### src/rtl/fetch_stage.sv
// fetch_stage: instruction fetch, PC register and IF/ID pipeline register
// with a one-entry skid buffer for decode stalls.
//
// Optional feature macro: FETCH_PERF_EN
//   Adds the saturating perf_fetched / perf_stall counters.
//
// state | meaning
// ------+---------------------------------------------------------------
// IDLE  | post-reset cycle, no request issued
// FETCH | request at pc; returned word goes to IF/ID or to the skid entry
// FULL  | skid entry holds a word behind a stalled IF/ID; no request
`timescale 1ns/1ps

module fetch_stage #(
    parameter int          PC_W     = 8,
    parameter int          INSTR_W  = 16,
    parameter int unsigned RESET_PC = 0
) (
    input  logic               clk,
    input  logic               rst_n,
    output logic               imem_req,
    output logic [PC_W-1:0]    imem_addr,
    input  logic               imem_ack,
    input  logic [INSTR_W-1:0] imem_rdata,
    input  logic               stall,
    input  logic               redirect,
    input  logic [PC_W-1:0]    redirect_pc,
    output logic               ifid_valid,
    output logic [INSTR_W-1:0] ifid_instr,
    output logic [PC_W-1:0]    ifid_pc,
    output logic [3:0]         ifid_opcode
`ifdef FETCH_PERF_EN
    ,
    output logic [15:0]        perf_fetched,
    output logic [15:0]        perf_stall
`endif
);

    localparam logic [INSTR_W-1:0] NOP_WORD = {4'b1111, {(INSTR_W-4){1'b0}}};
    localparam logic [PC_W-1:0]    PC_INIT  = PC_W'(RESET_PC);

    typedef enum logic [1:0] {
        IDLE  = 2'd0,
        FETCH = 2'd1,
        FULL  = 2'd2
    } state_t;

    state_t             state;
    logic [PC_W-1:0]    pc;
    logic [INSTR_W-1:0] skid_instr;
    logic [PC_W-1:0]    skid_pc;
    logic               accept;
    logic               redirect_hit;

    // An empty IF/ID always loads, even while decode asserts stall.
    assign accept       = !stall || !ifid_valid;
    assign redirect_hit = redirect && (state != IDLE);

    // Request side decodes only from registered state and pc.
    assign imem_req    = (state == FETCH);
    assign imem_addr   = pc;
    assign ifid_opcode = ifid_instr[INSTR_W-1 -: 4];

    // Fetch FSM, PC, skid entry and IF/ID register.
    always_ff @(posedge clk or negedge rst_n) begin
        if (!rst_n) begin
            state      <= IDLE;
            pc         <= PC_INIT;
            skid_instr <= '0;
            skid_pc    <= '0;
            ifid_valid <= 1'b0;
            ifid_instr <= NOP_WORD;
            ifid_pc    <= '0;
        end else if (redirect_hit) begin
            // Flush wins over any same-cycle ack; the skid word is dropped.
            state      <= FETCH;
            pc         <= redirect_pc;
            skid_instr <= '0;
            skid_pc    <= '0;
            ifid_valid <= 1'b0;
            ifid_instr <= NOP_WORD;
        end else begin
            case (state)
                IDLE: begin
                    state <= FETCH;
                end
                FETCH: begin
                    if (imem_ack) begin
                        if (accept) begin
                            ifid_valid <= 1'b1;
                            ifid_instr <= imem_rdata;
                            ifid_pc    <= pc;
                        end else begin
                            skid_instr <= imem_rdata;
                            skid_pc    <= pc;
                            state      <= FULL;
                        end
                        pc <= pc + 1'b1;
                    end else if (!stall) begin
                        ifid_valid <= 1'b0;
                        ifid_instr <= NOP_WORD;
                    end
                end
                FULL: begin
                    if (!stall) begin
                        ifid_valid <= 1'b1;
                        ifid_instr <= skid_instr;
                        ifid_pc    <= skid_pc;
                        state      <= FETCH;
                    end
                end
                default: begin
                    state <= IDLE;
                end
            endcase
        end
    end

`ifdef FETCH_PERF_EN
    logic load_ifid;

    assign load_ifid = !redirect_hit &&
                       (((state == FETCH) && imem_ack && accept) ||
                        ((state == FULL) && !stall));

    // Saturating event counters; only reset clears them.
    always_ff @(posedge clk or negedge rst_n) begin
        if (!rst_n) begin
            perf_fetched <= '0;
            perf_stall   <= '0;
        end else begin
            if (load_ifid && (perf_fetched != 16'hFFFF))
                perf_fetched <= perf_fetched + 16'd1;
            if (stall && ifid_valid && (perf_stall != 16'hFFFF))
                perf_stall <= perf_stall + 16'd1;
        end
    end
`endif

endmodule

### config.mk
export PLATFORM = sky130hd
export DESIGN_NAME = fetch_stage
export DESIGN_NICKNAME = d
export VERILOG_FILES = /design/src/rtl/fetch_stage.sv
export SDC_FILE = /design/constraint.sdc
export NUM_CORES = 1
export LEC_CHECK = 0
export ABC_AREA = 1
export CORE_UTILIZATION = 55
export DETAILED_ROUTE_END_ITERATION = 8
export GPL_TIMING_DRIVEN = 0
export PLACE_DENSITY = 0.85
export SETUP_SLACK_MARGIN = 0.02
export SLEW_MARGIN = 20
export SYNTH_ARGS = -nofsm -noshare
export SYNTH_HDL_FRONTEND = slang
export SYNTH_SLANG_ARGS = --single-unit
### constraint.sdc
create_clock -name clk -period 2.4 [get_ports clk]
set_input_delay 0.36 -clock clk [delete_from_list [all_inputs] [get_ports clk]]
set_output_delay 0.36 -clock clk [all_outputs]
set_load 0.02 [all_outputs]
==> results.md, run 1 <==
* Status: complete, no violations
* HPWL after DPL at 5.64 mm
* Combinational share of power at 52.1%
* Switching Share at 42.9%
* Die area at 0.00611 mm²
* Switch Pwr at 2370 µW
* Most common cell after layout, fill and taps aside: nand2_1
* Skew final at 0.00823 ns
* Ys Warns at 0
* Avg Cell Area, Syn at 7.44 µm²
* Nets at 541
* Largest net degree at the start of global routing at 48
* Max_slew headroom at 66.5%
* Post-CTS setup buffer count at 0
* Setup CP Type: reg -> out
* Seq/Total Area, Yosys at 46.4%
* Final std cells w/o fill at 585
* Design Area, Final at 0.00417 mm²
* Critical path peak fanout at 4
* Hold Path Class: in -> async
* Reg power frac at 31.6%
* CTS root buffer: clkbuf_8
* Max-cap violation count at 0
* Minimum clock period at 2.08 ns
* VDD IR max at 0.675 mV
* GP Congestion at 0.870
* Io pins at 67
* Max Root-Sink Buffers at 2
* Remaining antenna violation count at 0
* Initial Util at 57.6%
* FP Rows at 27
* Area grow syn2layout at 30.8%
* Avg WL per Cell at 13.3 µm
* TritonCTS Sinks at 59
* Top Family by Delay on Critical Path: buffers and inverters
* Port bufs at 66
* Initial antenna violation count at 0
* Drt pass-1 iters at 5
* CORE AREA at 0.00554 mm²
* Clock power share at 16.4%
* WL final at 7.79 mm
* Least-Margin Pin Slew at 0.502 ns
* Clk slew on worst S/H paths at 0.06 ns
* Unrepaired setup endpoints after global routing: no
* Flops & latches, synth at 59
* Total track usage at 28.5%
* Post-Place Cells at 568
* # diodes at 0
* Mapped Area at 0.00319 mm²
* Grt ovf at 0
* Leakage at 0.00212 µW
* Setup_tns at 0 ns
* Syn Inst Count at 429
* Top cells by area, synth: dfrtp_1 (43%), nand2_1 (22%), nand3_1 (6.7%)
* Slowest cell on crit path: clkdlybuf4s50_1
* First-pass GRT wire length at 13.4 mm
* CTS H-tree depth at 3
* Yosys cell types at 26
* Vias in the first global route at 2873
* Later-pin clock latency in the skew report at 0.33 ns
* # DRC at 0
* Critical Path Start Type: flop
* CP max stage delay at 0.63 ns
* Share of layout cells above drive strength 1 at 11.9%
* Synth top area share at 43.1%
* DP Area at 0.00397 mm²
* Die Span Y at 78.2 µm
* Vias at 3062
* DR vias/cell at 5.23
* Pwr Density at 1320 mW/mm²
* Worst setup EP type: output pin
* Most frequent cells in the layout: nand2_1 (187), clkdlybuf4s50_1 (65), dfrtp_1 (55), nand3_1 (43), o21ai_0 (35)
* P_int at 3150 µW
* Worst EP arrival at 1.72 ns
* TritonCTS clock tree: yes
* Cell taking the most area after synthesis: dfrtp_1
* # setup viols final at 0
* Die width at 78.2 µm
* DR iter-0 viols at 293
* Worst path required time at 2.04 ns
* Fmax at 0.482 GHz
* TritonCTS buffer count at 9
* Final Slew Violations at 0
* Bufs and invs on worst path at 2
* Final hold violations at 0
* Mapped Nets at 462
* CP Cell Sequence: inv_1, ha_1, clkdlybuf4s50_1
* Tcrit/Tclk final at 86.5%
-- power by group through the flow --
stage / clock (µW) / sequential (µW) / combinational (µW)
detailed placement: 0 / 1750 / 2860
floorplan: 0 / 1980 / 1590
global placement: 0 / 1740 / 2780
CTS: 919 / 1740 / 2880
global route: 973 / 1800 / 3180
finish: 903 / 1740 / 2870
-- sequential cells by signal, indices dropped and copies added, names as in the netlist --
name	count
ifid_instr	16
ifid_pc	8
ifid_valid	1
skid_pc	8
skid_instr	16
state	2
imem_addr	8
-- routing by layer --
layer / global-route usage (%) / part of all wire, % / vias to the layer above
met3: 4.42 / 6.6 / 13
li1: - / - / 1511
met1: 39.4 / 43 / 1400
met5: 0 / 0 / -
met4: 13.0 / 2.3 / 0
met2: 44.4 / 48 / 138
-- synth_stat cells --
master / n
nor3_1: 1
nor2_4: 1
buf_2: 8
nand3_2: 3
nand3_1: 43
clkbuf_2: 1
buf_4: 6
dfrtp_1: 55
inv_1: 21
ha_1: 4
nand2_4: 5
buf_6: 4
nor2_1: 26
nand2_1: 187
nor2_2: 2
o31ai_1: 1
o21ai_1: 4
dfstp_2: 4
or2_2: 1
nor2_8: 1
nand2_2: 4
o21ai_0: 35
a21oi_1: 3
inv_2: 5
clkbuf_1: 3
nor3_4: 1
-- logic make-up (layout without fill, tap and decap cells) --
| group | after synthesis | count (layout) | share of synthesized area [%] |
|---|---|---|---|
| AND/OR/NAND/NOR | 275 | 275 | 37.5 |
| adder cells (fa/ha/maj) | 4 | 4 | 1.57 |
| flip-flops | 59 | 59 | 46.4 |
| buffers and inverters | 48 | 132 | 7.65 |
| AO/OA/AOI/OAI | 43 | 43 | 6.82 |
-- per-stage QoR --
stage / worst slack [ns] / total power, µW / util [%] / hold WS [ns]
finish: 0.325 / 5520 / 75.3 / 0.435
global route: 0.268 / 5950 / 75.3 / 0.437
CTS: 0.320 / 5540 / 75.3 / 0.410
detailed placement: 0.470 / 4610 / 71.6 / 0.222
global placement: -0.862 / 4510 / 71.1 / 0.454
floorplan: 0.731 / 3580 / - / 0.0644
-- final cells by class --
cell class	instances	area, µm²
plain buffers	22	146
clock buffers	14	163
clock inverters	2	35.0
fillers	426	1370
inverters	26	97.6
multi-input cells	322	1470
flip-flops and latches	59	1480
well taps	72	90.1
repair buffers	68	696
-- path summary, 6_finish.rpt --
check | startpoint | to | slack [ns] | cells after the start
setup / recovery | state[1]$_DFFE_PN0P_ | imem_req | 0.32 | 3
hold / removal | rst_n | imem_addr[5]$_DFFE_PN0P_ | 0.44 | 2
setup reg to reg | state[1]$_DFFE_PN0P_ | skid_pc[1]$_DFFE_PN0P_ | 0.61 | 8
hold reg to reg | ifid_instr[15]$_DFFE_PN1P_ | ifid_instr[15]$_DFFE_PN1P_ | 0.47 | 2
max in group asynchronous | rst_n | ifid_instr[14]$_DFFE_PN1P_ | 1.44 | 3
min in group clk | ifid_instr[15]$_DFFE_PN1P_ | ifid_instr[15]$_DFFE_PN1P_ | 0.47 | 2
-- what timing repair did --
item | CTS | global route
endpoints found under the hold margin | 12 | 0
gates resized for setup | 0 | 0
hold buffers | 1 | 0
endpoints found under the setup margin | 0 | 0
No activity file was read; power rests on OpenSTA's default activity.
==> inputs of run 2 (changes only) <==
--- a/config.mk
+++ b/config.mk
@@ -6,10 +6,10 @@
 export NUM_CORES = 1
 export LEC_CHECK = 0
 export ABC_AREA = 1
-export CORE_UTILIZATION = 55
+export CORE_UTILIZATION = 46
 export DETAILED_ROUTE_END_ITERATION = 8
 export GPL_TIMING_DRIVEN = 0
-export PLACE_DENSITY = 0.85
+export PLACE_DENSITY = 0.76
 export SETUP_SLACK_MARGIN = 0.02
 export SLEW_MARGIN = 20
 export SYNTH_ARGS = -nofsm -noshare
==> constraint.sdc (replaced) <==
create_clock -name clk -period 1.7 [get_ports clk]
set_input_delay 0.255 -clock clk [delete_from_list [all_inputs] [get_ports clk]]
set_output_delay 0.255 -clock clk [all_outputs]
set_load 0.02 [all_outputs]
==> run 2 against run 1 <==
  * Die area grew 19%
  * Critical path type unchanged
  * Global-route usage shrank 4.7 points
  * Sequential share of layout area shrank 1.1 points
  * Highest routed layer unchanged
  * Clock power grew 27%
  * Worst hold slack lost 0.082 ns
  * Power grew 44%
  * Count of clock-buffer cells in the layout is the same
  * Register-to-register slack lost 0.55 ns
  * Largest cell class is now multi-input combinational cells
  * Critical path depth is the same
  * Clock skew shrank 0.0041 ns
==> results.md, run 2 (synthesized netlist as in run 1, its figures left out) <==
* Status: complete, no violations
* TritonCTS buffer count at 9
* CTS H-tree depth at 3
* Final Slew Violations at 0
* Die area at 0.00727 mm²
* Area grow syn2layout at 35.1%
* Tcrit/Tclk final at 96.3%
* Unrepaired setup endpoints after global routing: yes
* DP Area at 0.00397 mm²
* Max Root-Sink Buffers at 2
* Drt pass-1 iters at 5
* GP Congestion at 0.832
* # setup viols final at 0
* Most frequent cells in the layout: nand2_1 (187), dfrtp_1 (53), clkdlybuf4s50_1 (49), nand3_1 (43), o21ai_0 (34)
* Top Family by Delay on Critical Path: flip-flops
* Max_slew headroom at 77.3%
* # DRC at 0
* Die Span Y at 85.3 µm
* M3 GR Usage at 4.57%
* Least-Margin Pin Slew at 0.340 ns
* Reg2reg setup slack at 0.06 ns
* Largest registers: ifid_instr x16, skid_instr x16
* Worst Slack Setup Final at 0.0630 ns
* Minimum clock period at 1.64 ns
* Skew final at 0.00411 ns
* Total track usage at 23.9%
* Critical path peak fanout at 4
* Worst EP arrival at 1.38 ns
* Worst r2r path cells at 10
* Vias at 3159
* DR iter-0 viols at 194
* Setup CP Type: reg -> out
* TritonCTS Sinks at 59
* Leakage at 0.00221 µW
* Io pins at 67
* CP Cell Sequence: inv_4, ha_4, dlygate4sd2_1
* GRT busiest layer: met2
* Final hold violations at 0
* Grt ovf at 0
* Met2 Usage GRT at 36.7%
* Largest net degree at the start of global routing at 39
* Max-cap violation count at 0
* HPWL after DPL at 5.90 mm
* Die width at 85.3 µm
* Slowest cell on crit path: dfrtp_2
* R2R Path End: ifid_instr[2]$_DFFE_PN0P_
* CP max stage delay at 0.46 ns
* Met1 Use GR at 34.0%
* # diodes at 0
* Clk slew on worst S/H paths at 0.06 ns
* Post-Place Cells at 573
* CORE AREA at 0.00653 mm²
* TritonCTS clock tree: yes
* Final Util at 66.0%
* Bufs and invs on worst path at 2
* Hold Path Class: in -> async
* Worst path required time at 1.44 ns
* Nets at 549
* VDD IR max at 0.981 mV
* Avg WL per Cell at 14.3 µm
* Critical Path Start Type: flop
* DR vias/cell at 5.28
* Share of layout cells above drive strength 1 at 15.7%
* Vias in the first global route at 2859
* Later-pin clock latency in the skew report at 0.34 ns
* FP Rows at 29
* WL final at 8.54 mm
* Port bufs at 66
* Fmax at 0.611 GHz
* Reg2reg start: state[1]$_DFFE_PN0P_
* Remaining antenna violation count at 0
* Worst setup EP type: output pin
* Initial Util at 48.9%
* Most common cell after layout, fill and taps aside: nand2_1
* Final std cells w/o fill at 598
* Pre-CTS WS at -0.116 ns
* Pwr Density at 1850 mW/mm²
* First-pass GRT wire length at 13.6 mm
* Initial antenna violation count at 0
* PnR Total Power at 7970 µW
* Design Area, Final at 0.00431 mm²
* CTS root buffer: clkbuf_8
## run 2: cell count changes in the layout (fill, tap and decap cells not counted), sizes merged
cell,previous run,this run
clkdlybuf4s50,65,49
dlygate4sd2,0,13
buf,20,24
clkbuf,18,22
dlymetal6s2s,0,3
bufinv,1,0
clkinv,1,2
## run 2: stage by stage
step                setup TNS, ns  hold slack (ns)
finish                          0            0.353
CTS                             0            0.358
detailed placement          -2.41            0.164
floorplan                       0          -0.0406
global placement           -87.12            0.457
global route              -0.0328            0.382
## run 2: layout make-up
cell class	instances	area (µm²)
flip-flops and latches	59	1480
inverters	26	103
clock inverters	2	10.0
fillers	575	2220
clock buffers	14	163
plain buffers	22	178
repair buffers	76	757
well taps	77	96.3
multi-input cells	322	1520
## run 2: where the power goes
group / total [µW] / switching, µW / internal, µW
Clock: 1150 / 541 / 606
Sequential: 2480 / 439 / 2040
Combinational: 4340 / 2540 / 1800
Total: 7970 / 3520 / 4450
## run 2: layer usage
layer / vias up / wire [µm]
li1: 1530 / -
met1: 1501 / 3980
met2: 113 / 3960
met3: 15 / 470
met4: 0 / 129
met5: - / 0
## run 2: worst max-delay path by stage
stage | start | to | slack [ns] | depth (start not counted)
3_5_place_dp | redirect | imem_addr[3]$_DFFE_PN0P_ | -0.12 | 8
5_1_grt | state[0]$_DFFE_PN0P_ | ifid_instr[12]$_DFFE_PN1P_ | -0.01 | 12
2_1_floorplan | state[1]$_DFFE_PN0P_ | ifid_instr[10]$_DFFE_PN0P_ | 0.03 | 11
4_1_cts | state[1]$_DFFE_PN0P_ | imem_req | 0.002 | 3
6_report | state[1]$_DFFE_PN0P_ | imem_req | 0.06 | 3
3_3_place_gp | rst_n | ifid_instr[9]$_DFFE_PN0P_ | -1.50 | 1
## run 2: repair_timing
| action | 4_1_cts | 5_1_grt |
|---|---|---|
| pin swaps | 1 | 3 |
| hold buffers | 1 | 0 |
| endpoints found under the hold margin | 21 | 0 |
| setup buffers | 2 | 4 |
| endpoints found under the setup margin | 42 | 46 |
| gates cloned | 0 | 2 |
| gates resized for setup | 25 | 25 |
## run 2: worst reg2reg max path, stage by stage, from the launching register on
cell     delay (ns)
dfrtp_2        0.46
inv_4          0.10
ha_4           0.16
inv_2          0.06
nand2_4        0.11
buf_6          0.17
buf_4          0.19
nand3_1        0.08
nand2_1        0.11
nand2_1        0.06
nand2_1        0.07
==> inputs of run 3 (changes only) <==
--- a/config.mk
+++ b/config.mk
@@ -6,12 +6,13 @@
 export NUM_CORES = 1
 export LEC_CHECK = 0
 export ABC_AREA = 1
+export CAP_MARGIN = 5
 export CORE_UTILIZATION = 46
 export DETAILED_ROUTE_END_ITERATION = 8
 export GPL_TIMING_DRIVEN = 0
 export PLACE_DENSITY = 0.76
 export SETUP_SLACK_MARGIN = 0.02
-export SLEW_MARGIN = 20
+export SLEW_MARGIN = 25
 export SYNTH_ARGS = -nofsm -noshare
 export SYNTH_HDL_FRONTEND = slang
 export SYNTH_SLANG_ARGS = --single-unit
==> results of run 3 <==
The final DEF is identical to that of run 2; final timing and power are the same.
